$ cat src/rtl/fetchq_pkg.sv
// Shared types and constants for the instruction fetch queue.
// The entry layout {pc, instr, bd, adel} matches the packing used inside fetch_queue.
package fetchq_pkg;

    localparam int FETCHQ_DATA_W = 32;
    localparam int FETCHQ_ADDR_W = 32;

    typedef struct packed {
        logic [FETCHQ_ADDR_W-1:0] pc;
        logic [FETCHQ_DATA_W-1:0] instr;
        logic                     bd;
        logic                     adel;
    } fetchq_entry_t;

    localparam int FETCHQ_ENTRY_W = $bits(fetchq_entry_t);

    // Cause code for a fetch address error.
    // except_type raises it downstream when pop_adel is set.
    localparam logic [4:0] FETCHQ_EXC_ADEL = 5'h04;

endpackage

$ cat src/rtl/fetch_queue_if.sv
// Fetch-side and decode-side handshake bundle for the fetch queue.
// The slave modport is used by the queue.
// The master modport is used by the fetch unit and decode environment.
interface fetch_queue_if #(
    parameter int DATA_W = 32,
    parameter int ADDR_W = 32
);
    logic              req_fire;
    logic              req_ok;
    logic              push_valid;
    logic              push_ready;
    logic [ADDR_W-1:0] push_pc;
    logic [DATA_W-1:0] push_instr;
    logic              push_bd;
    logic              push_adel;
    logic              pop_valid;
    logic              pop_ready;
    logic [ADDR_W-1:0] pop_pc;
    logic [DATA_W-1:0] pop_instr;
    logic              pop_bd;
    logic              pop_adel;
    logic              flush;

    modport slave (
        input  req_fire, push_valid, push_pc, push_instr, push_bd, push_adel,
        input  pop_ready, flush,
        output req_ok, push_ready, pop_valid, pop_pc, pop_instr, pop_bd, pop_adel
    );

    modport master (
        output req_fire, push_valid, push_pc, push_instr, push_bd, push_adel,
        output pop_ready, flush,
        input  req_ok, push_ready, pop_valid, pop_pc, pop_instr, pop_bd, pop_adel
    );
endinterface

$ cat src/rtl/fetchq_ram.sv
// Storage array for the fetch queue.
// It has one synchronous write port and one combinational read port.
// All entries are cleared on reset, so the head reads as zero after reset.
module fetchq_ram
    import fetchq_pkg::*;
#(
    parameter  int DEPTH = 4,
    parameter  int WIDTH = FETCHQ_ENTRY_W,
    localparam int PTR_W = $clog2(DEPTH)
) (
    input  logic             clk,
    input  logic             rst,
    input  logic             we,
    input  logic [PTR_W-1:0] waddr,
    input  logic [WIDTH-1:0] wdata,
    input  logic [PTR_W-1:0] raddr,
    output logic [WIDTH-1:0] rdata
);
    logic [WIDTH-1:0] mem [DEPTH];

    // Write port; reset clears every entry.
    always_ff @(posedge clk) begin
        if (rst) begin
            for (int i = 0; i < DEPTH; i++) mem[i] <= '0;
        end else if (we) begin
            mem[waddr] <= wdata;
        end
    end

    assign rdata = mem[raddr];
endmodule

$ cat src/rtl/fetch_queue.sv
// Instruction fetch queue between the instruction memory port and decode.
//
// Fetch requests are issued against a credit count, so every response is
// guaranteed a slot in the queue. On a flush, the responses still in flight
// are counted in drop_cnt and discarded as they arrive.
//
// Optional feature: define FETCHQ_BYPASS_EN to forward a response straight
// to decode in the same cycle when the queue is empty and decode is ready.
module fetch_queue
    import fetchq_pkg::*;
#(
    parameter  int DATA_W       = 32,
    parameter  int ADDR_W       = 32,
    parameter  int DEPTH        = 4,
    parameter  int MAX_INFLIGHT = 2,
    localparam int CNT_W        = $clog2(DEPTH + 1)
) (
    input  logic             clk,
    input  logic             rst,
    fetch_queue_if.slave     bus,
    output logic [CNT_W-1:0] count
);
    localparam int PTR_W   = $clog2(DEPTH);
    localparam int IF_W    = $clog2(MAX_INFLIGHT + 1);
    localparam int SUM_W   = CNT_W + IF_W;
    localparam int ENTRY_W = ADDR_W + DATA_W + 2;

    logic [PTR_W-1:0]   rd_ptr, wr_ptr;
    logic [IF_W-1:0]    inflight, inflight_next;
    logic [IF_W-1:0]    drop_cnt, drop_next;
    logic [IF_W:0]      drop_base, drop_diff;
    logic               dropping, full, head_valid;
    logic               push_acc, do_write, do_pop, bypass_hit;
    logic [ENTRY_W-1:0] wr_entry, head_entry;

    assign dropping = (drop_cnt != '0);
    assign full     = (count == CNT_W'(DEPTH));

    // Credit check: every outstanding request must already own a free slot.
    assign bus.req_ok = !rst && (inflight < IF_W'(MAX_INFLIGHT))
                      && ((SUM_W'(count) + SUM_W'(inflight)) < SUM_W'(DEPTH));

    // While dropping, responses are always taken because they are discarded.
    assign bus.push_ready = !rst && (dropping || !full);
    assign push_acc       = bus.push_valid && bus.push_ready && !dropping && !bus.flush;

`ifdef FETCHQ_BYPASS_EN
    assign bypass_hit = push_acc && (count == '0) && bus.pop_ready;
`else
    assign bypass_hit = 1'b0;
`endif

    assign do_write   = push_acc && !bypass_hit;
    assign head_valid = !rst && !bus.flush && (count != '0);
    assign do_pop     = head_valid && bus.pop_ready;
    assign wr_entry   = {bus.push_pc, bus.push_instr, bus.push_bd, bus.push_adel};

    fetchq_ram #(
        .DEPTH (DEPTH),
        .WIDTH (ENTRY_W)
    ) u_ram (
        .clk   (clk),
        .rst   (rst),
        .we    (do_write),
        .waddr (wr_ptr),
        .wdata (wr_entry),
        .raddr (rd_ptr),
        .rdata (head_entry)
    );

    assign bus.pop_valid = head_valid || bypass_hit;
    assign {bus.pop_pc, bus.pop_instr, bus.pop_bd, bus.pop_adel} =
        bypass_hit ? wr_entry : head_entry;

    // Next in-flight and drop counts.
    // A flush turns all outstanding requests, plus any fired this cycle, into drops.
    always_comb begin
        inflight_next = inflight + IF_W'(bus.req_fire) - IF_W'(bus.push_valid);
        drop_base     = {1'b0, inflight} + (IF_W + 1)'(bus.req_fire);
        drop_diff     = drop_base - (IF_W + 1)'(bus.push_valid);
        drop_next     = drop_cnt;
        if (bus.flush) begin
            drop_next = (bus.push_valid && drop_base == '0) ? '0 : drop_diff[IF_W-1:0];
        end else if (dropping && bus.push_valid) begin
            drop_next = drop_cnt - IF_W'(1);
        end
    end

    // Pointer, occupancy and credit registers.
    always_ff @(posedge clk) begin
        if (rst) begin
            rd_ptr   <= '0;
            wr_ptr   <= '0;
            count    <= '0;
            inflight <= '0;
            drop_cnt <= '0;
        end else begin
            inflight <= inflight_next;
            drop_cnt <= drop_next;
            if (bus.flush) begin
                rd_ptr <= '0;
                wr_ptr <= '0;
                count  <= '0;
            end else begin
                if (do_write) wr_ptr <= wr_ptr + PTR_W'(1);
                if (do_pop)   rd_ptr <= rd_ptr + PTR_W'(1);
                if (do_write && !do_pop)      count <= count + CNT_W'(1);
                else if (!do_write && do_pop) count <= count - CNT_W'(1);
            end
        end
    end

    // A response with nothing outstanding means the memory side broke protocol.
    a_no_orphan_resp: assert property (@(posedge clk) disable iff (rst)
        !(bus.push_valid && inflight == '0 && !bus.req_fire));
endmodule

$ cat src/flat_wrapper.sv
// flat-port wrapper written by rule: the top's interface ports become plain ports
module fetch_queue_flat import fetchq_pkg::*;
#(
    parameter  int DATA_W       = 32,
    parameter  int ADDR_W       = 32,
    parameter  int DEPTH        = 4,
    parameter  int MAX_INFLIGHT = 2,
    localparam int CNT_W        = $clog2(DEPTH + 1)
)
  (clk, rst, count, bus_req_fire, bus_push_valid, bus_push_pc, bus_push_instr, bus_push_bd, bus_push_adel, bus_pop_ready, bus_flush, bus_req_ok, bus_push_ready, bus_pop_valid, bus_pop_pc, bus_pop_instr, bus_pop_bd, bus_pop_adel);
  fetch_queue_if #(.DATA_W(DATA_W), .ADDR_W(ADDR_W)) bus_i ();
  input  logic clk;
  input  logic rst;
  output logic [CNT_W-1:0] count;
  input wire logic [$bits(bus_i.req_fire)-1:0] bus_req_fire;
  input wire logic [$bits(bus_i.push_valid)-1:0] bus_push_valid;
  input wire logic [$bits(bus_i.push_pc)-1:0] bus_push_pc;
  input wire logic [$bits(bus_i.push_instr)-1:0] bus_push_instr;
  input wire logic [$bits(bus_i.push_bd)-1:0] bus_push_bd;
  input wire logic [$bits(bus_i.push_adel)-1:0] bus_push_adel;
  input wire logic [$bits(bus_i.pop_ready)-1:0] bus_pop_ready;
  input wire logic [$bits(bus_i.flush)-1:0] bus_flush;
  output wire logic [$bits(bus_i.req_ok)-1:0] bus_req_ok;
  output wire logic [$bits(bus_i.push_ready)-1:0] bus_push_ready;
  output wire logic [$bits(bus_i.pop_valid)-1:0] bus_pop_valid;
  output wire logic [$bits(bus_i.pop_pc)-1:0] bus_pop_pc;
  output wire logic [$bits(bus_i.pop_instr)-1:0] bus_pop_instr;
  output wire logic [$bits(bus_i.pop_bd)-1:0] bus_pop_bd;
  output wire logic [$bits(bus_i.pop_adel)-1:0] bus_pop_adel;
  assign bus_i.req_fire = bus_req_fire;
  assign bus_i.push_valid = bus_push_valid;
  assign bus_i.push_pc = bus_push_pc;
  assign bus_i.push_instr = bus_push_instr;
  assign bus_i.push_bd = bus_push_bd;
  assign bus_i.push_adel = bus_push_adel;
  assign bus_i.pop_ready = bus_pop_ready;
  assign bus_i.flush = bus_flush;
  assign bus_req_ok = bus_i.req_ok;
  assign bus_push_ready = bus_i.push_ready;
  assign bus_pop_valid = bus_i.pop_valid;
  assign bus_pop_pc = bus_i.pop_pc;
  assign bus_pop_instr = bus_i.pop_instr;
  assign bus_pop_bd = bus_i.pop_bd;
  assign bus_pop_adel = bus_i.pop_adel;
  fetch_queue #(.DATA_W(DATA_W), .ADDR_W(ADDR_W), .DEPTH(DEPTH), .MAX_INFLIGHT(MAX_INFLIGHT)) u_core (.clk(clk), .rst(rst), .bus(bus_i), .count(count));
endmodule
$ cat config.mk
export PLATFORM = sky130hd
export DESIGN_NAME = fetch_queue_flat
export DESIGN_NICKNAME = d
export VERILOG_FILES = /design/src/rtl/fetchq_pkg.sv /design/src/rtl/fetch_queue_if.sv /design/src/rtl/fetchq_ram.sv /design/src/rtl/fetch_queue.sv /design/src/flat_wrapper.sv
export SDC_FILE = /design/constraint.sdc
export NUM_CORES = 1
export LEC_CHECK = 0
export BUFFER_PORTS_ARGS = -buffer_cell sky130_fd_sc_hd__buf_2
export CORE_MARGIN = 2
export CORE_UTILIZATION = 35
export CTS_CLUSTER_DIAMETER = 100
export DETAILED_ROUTE_END_ITERATION = 10
export GPL_TIMING_DRIVEN = 0
export SLEW_MARGIN = 20
export SYNTH_ARGS = -nofsm -noshare
export SYNTH_HDL_FRONTEND = slang
export SYNTH_SLANG_ARGS = --single-unit
$ cat constraint.sdc
create_clock -name clk -period 9.6 [get_ports clk]
set_clock_uncertainty 0.05 [all_clocks]
set_input_delay 1.44 -clock clk [delete_from_list [all_inputs] [get_ports clk]]
set_output_delay 1.44 -clock clk [all_outputs]
set_load 0.02 [all_outputs]
**Yosys cells after proc, flatten, opt, wreduce, memory -nomap -nowiden**

Memories as Yosys holds them, arrays and structs flattened. A register that Yosys moved wholly into a read port is not among the register bits.
Cells that the tools add are included.

- Memory bits (writable): 264
- Output and inout port bits: 72
- Memories: 1
- Bits of input ports: 72
- Flip-flop bits (word level): 11

- $lt $le $gt $ge: 2
- Equal/unequal tests: 1
- Reductions and logical operators: 27
- Mux-type cells: 15
- Add/sub/neg operators: 10

Memory list:

| memory | words | width | rd ports | clocked after memory_dff | wr ports | line | source |
|---|---|---|---|---|---|---|---|
| u_core.u_ram.mem | 4 | 66 | 1 | 1 | 4 | fetchq_ram.sv:19 | `logic [WIDTH-1:0] mem [DEPTH];` |

Operators with widths:

| cell | number |
|---|---|
| $mux 66 | 1 |
| $reduce_or 66->1 | 1 |
| $logic_and 1x1->1 | 13 |
| $mux 2 | 6 |
| $logic_not 1->1 | 6 |
| $mux 1 | 6 |
| $mux 3 | 2 |
| $reduce_bool 2->1 | 3 |
| $lt 5x3->1 const B | 1 |
| $add 2x1->2 const B | 2 |
| $add 3x2->4 | 1 |
| $sub 2x1->2 | 2 |
| $add 2x1->3 | 1 |
| $add 3x1->3 const B | 1 |
| $eq 3x3->1 const B | 1 |
| $logic_not 3->1 | 1 |
| $reduce_bool 3->1 | 1 |
| $sub 3x1->3 const B | 1 |
| $add 2x1->2 | 1 |
| $lt 2x2->1 const B | 1 |
| $reduce_or 2->1 | 1 |
| $sub 2x1->2 const B | 1 |
| $logic_or 1x1->1 | 1 |

**Logic depth before layout (Yosys ltp)**

- Depth in word-level cells: 12
- Depth in mapped cells: 12

**Hierarchy**

From an unflattened synthesis, not the netlist that was laid out.

- Cell total of the unflattened synthesis: 724
- Area, all modules: 12185.4 sq um

Modules (own cells, without submodules):

| module | area an instance (sq um) | times used | cells an instance |
|---|---|---|---|
| fetchq_ram | 11482.3 | 1 | 646 |
| fetch_queue | 703.2 | 1 | 78 |

**Least setup slack after synthesis**

OpenSTA, ideal clock, no wires.

- Path kind: input to register
- Start point: input port bus_flush
- End point: memory u_core.u_ram.mem[3][0] (netlist name), enable pin
- Setup time: 0.512 ns
- Data arrival time: 5.632 ns
- Data required time: 9.038 ns
- Cell stages on the path: 7
- Buffers on the path: 3
- Slack: 3.407 ns
- Cells stage by stage: or2_1 > buf_6 > a211oi_4 > buf_6 > buf_2 > a21oi_1 > a21oi_1

RTL lines:

| what | line | source |
|---|---|---|
| start, declared | flat_wrapper.sv:22 | `input wire logic [$bits(bus_i.flush)-1:0] bus_flush;` |
| end, declared | fetchq_ram.sv:19 |  |

==> out/qor.txt <==
==================================================================================================
Outcome                                                                               finished clean
Die ar.                                                                               0.0360 sq mm
Max-slew violation count                                                                         0
Horiz. Die Dim                                                                              190 um
Effective utilization at floorplan                                                           35.2%
Worst Setup Path Type                                                                   reg -> out
Logic gate share of total power                                                               7.7%
Maximum Capacitance Violations                                                                   0
Measured slew at the worst slew-check pin                                                 0.728 ns
Post-synthesis net count                                                                       805
Synthesized cell area                                                                 0.0121 sq mm
Residual overflow from global routing                                                            0
Synthesis-to-layout area growth                                                              20.8%
CTS Hold Buffers Added                                                                           0
Standby leakage power                                                                   0.00551 uW
Critical Path Sink Type                                                                 output pin
Vert. Die Dim                                                                               190 um
Most used cells in the layout excluding fill and tap cells                            sky130_fd_sc_hd__and2_1, sky130_fd_sc_hd__edfxtp_1, sky130_fd_sc_hd__buf_2
Wire length reported by the detailed router                                                27.3 mm
Maximum resistive drop on vdd                                                               143 uV
PostCTS Resize Cnt                                                                               0
Leading cell types by total area after synthesis                                      sky130_fd_sc_hd__edfxtp_1, sky130_fd_sc_hd__and2_1, sky130_fd_sc_hd__mux4_2
Number of buffers added on ports                                                               143
Clk pwr share                                                                                42.2%
Max Fclk                                                                                   238 MHz
Initial antenna violation count                                                                  5
Post-CTS setup repair buffer count                                                               0
Final Total Pwr                                                                            2810 uW
HPWL after DPL                                                                             17.1 mm
Critical Path Start Type                                                                  register
Clock transition time at the flip-flop clock pins of the worst setup and hold paths        0.06 ns
Share of the synthesized area in the top cell type                                           65.6%
Number of hold violations in the final report                                                    0
GPL Wtd Cong                                                                                 0.698
CTS Root Cell                                                                         sky130_fd_sc_hd__clkbuf_16
Number of cell rows                                                                             68
Placed Cells incl. Taps                                                                       1329
Type of the most critical hold path                                                     reg -> reg
Synthesized area per cell                                                               16.7 sq um
Worst Path Max Fanout                                                                           10
DRC violations left                                                                              0
Final nets                                                                                     987
PD cells                                                                               192 mW/mm^2
Longest Clk Path Bufs                                                                            3
Worst Path Arrival                                                                         2.72 ns
Sequential element share of the synthesized area                                             67.8%
CTS tree                                                                                      done
Final Critical Period                                                                      4.21 ns
Reg area                                                                              0.00819 sq mm
Unrepaired setup endpoints after global routing                                              false
Total number of H-tree levels                                                                    1
Worst rel slew slack                                                                         51.4%
Seq pwr share                                                                                50.1%
Detailed-route via count                                                                      6513
Share of layout cells above drive strength 1                                                 30.9%
Final-report setup violation count                                                               0
Via density per instance                                                                      4.70
Final clock period utilization by the worst path                                             43.9%
FILL cells                                                                                    3128
Routed wirelength normalized by instance count                                             19.7 um
Psw                                                                                         611 uW
Combined global-route utilization of all metal layers                                        15.4%
Largest net degree at the start of global routing                                               40
Number of sinks driven by the clock tree                                                       277
Yosys warnings                                                                                   0
Antenna violation net count after detailed routing                                               0
Tightest hold margin                                                                      0.487 ns
Io pins                                                                                        144
Instance count of the mapped netlist                                                           724
DRT Pass-1 Iters                                                                                 5
Worst path required time                                                                   8.11 ns
Wire length of the first global-routing pass                                               41.7 mm
Cell taking the most area after synthesis                                             sky130_fd_sc_hd__edfxtp_1
Total negative slack                                                                          0 ns
Detailed router's first-iteration violation count                                              394
Library cells used by synthesis                                                                 33
FF+latch count, synth                                                                          277
Area inside the core boundary                                                         0.0343 sq mm
Clk_lat worst skew                                                                         0.54 ns
Vias in the first global route                                                                7042
Final std cells w/o fill                                                                      1386
Sw frac                                                                                      21.8%
Number of buffers created by CTS                                                                30
Multi-input combinational cell area                                                   0.00364 sq mm
Internal Dissipation                                                                       2200 uW
==================================================================================================
[flip-flops by register name, indices dropped and copies added (netlist names), named ones only]
signal,flops
u_core.inflight,2
u_core.drop_cnt,2
u_core.wr_ptr,2
u_core.count,3
u_core.u_ram.mem,264
u_core.rd_ptr,2
[metal layers]
layer  vias to the layer above  track usage (%)  wire length, um
li1                       3035                -                -
met1                      3305             20.6            12200
met2                       124             26.1            13400
met3                        41             2.84             1290
met4                         8             3.37              364
met5                         -                0               55
[layout make-up]
| cell class | count | area share [%] |
|---|---|---|
| buffer | 45 | 1.61 |
| tap | 455 | 3.90 |
| antenna | 1 | 0.0172 |
| clock inverter | 18 | 1.42 |
| multi-input combinational | 394 | 25.0 |
| clock buffer | 38 | 5.50 |
| inverter | 8 | 0.206 |
| sequential | 277 | 56.1 |
| timing repair buffer | 150 | 6.23 |
[per-stage QoR]
stage / worst slack, ns / utilization, % / cell area (sq um)
6_report: 5.39 / 42.5 / 14600
5_1_grt: 5.18 / 42.5 / 14600
4_1_cts: 5.26 / 42.5 / 14600
3_5_place_dp: 5.08 / 39.6 / 13600
3_3_place_gp: -0.365 / 39.0 / 13400
2_1_floorplan: 3.41 / - / 12100
[logic make-up after synthesis]
| kind of cell | count (synthesis) | synth area share, % |
|---|---|---|
| flops | 277 | 67.8 |
| buf+inv | 53 | 2.20 |
| simple gates | 297 | 15.3 |
| compound gates | 13 | 0.715 |
| xor+xnor | 8 | 0.580 |
| fa+ha+maj | 9 | 0.994 |
| mux | 67 | 12.4 |
[cells in the mapped netlist (all sizes together)]
| cell | n |
|---|---|
| mux2i | 1 |
| xnor2 | 4 |
| nor2b | 2 |
| nand3b | 2 |
| or3 | 1 |
| ha | 8 |
| dfxtp | 13 |
| a21oi | 5 |
| edfxtp | 264 |
| a211oi | 2 |
| a31oi | 3 |
| and2 | 264 |
| and3 | 1 |
| clkbuf | 28 |
| fa | 1 |
| nor3 | 3 |
| mux4 | 66 |
| or2 | 5 |
| buf | 17 |
| xor2 | 4 |
| nand2b | 2 |
| nor2 | 11 |
| nor3b | 2 |
| nand2 | 3 |
| or4 | 1 |
| o21ai | 3 |
| inv | 8 |
[power groups by stage]
stage / Sequential [uW] / Combinational (uW) / Clock (uW)
2_1_floorplan: 1430 / 123 / 0
5_1_grt: 1410 / 237 / 1260
6_report: 1410 / 216 / 1190
3_3_place_gp: 1440 / 205 / 0
3_5_place_dp: 1430 / 222 / 0
4_1_cts: 1410 / 222 / 1220
[final timing paths]
path | slack [ns] | endpoint | cells after the start | start
worst max-delay path | 5.39 | bus_pop_instr[27] | 4 | register
worst min-delay path | 0.49 | u_core.rd_ptr[0] | 2 | u_core.rd_ptr[0]
worst max register to register | 6.48 | u_core.count[2] | 10 | u_core.count[0]
worst min register to register | 0.49 | u_core.rd_ptr[0] | 2 | u_core.rd_ptr[0]
[worst max-delay path, cell delays in order, from the launching register on]
cell and delay [ns]:
sky130_fd_sc_hd__dfxtp_1 0.36, sky130_fd_sc_hd__clkbuf_1 0.57, sky130_fd_sc_hd__clkbuf_1 0.62, sky130_fd_sc_hd__mux4_2 0.43
sky130_fd_sc_hd__buf_2 0.18
Note: power is estimated with default switching activity, not from simulation.
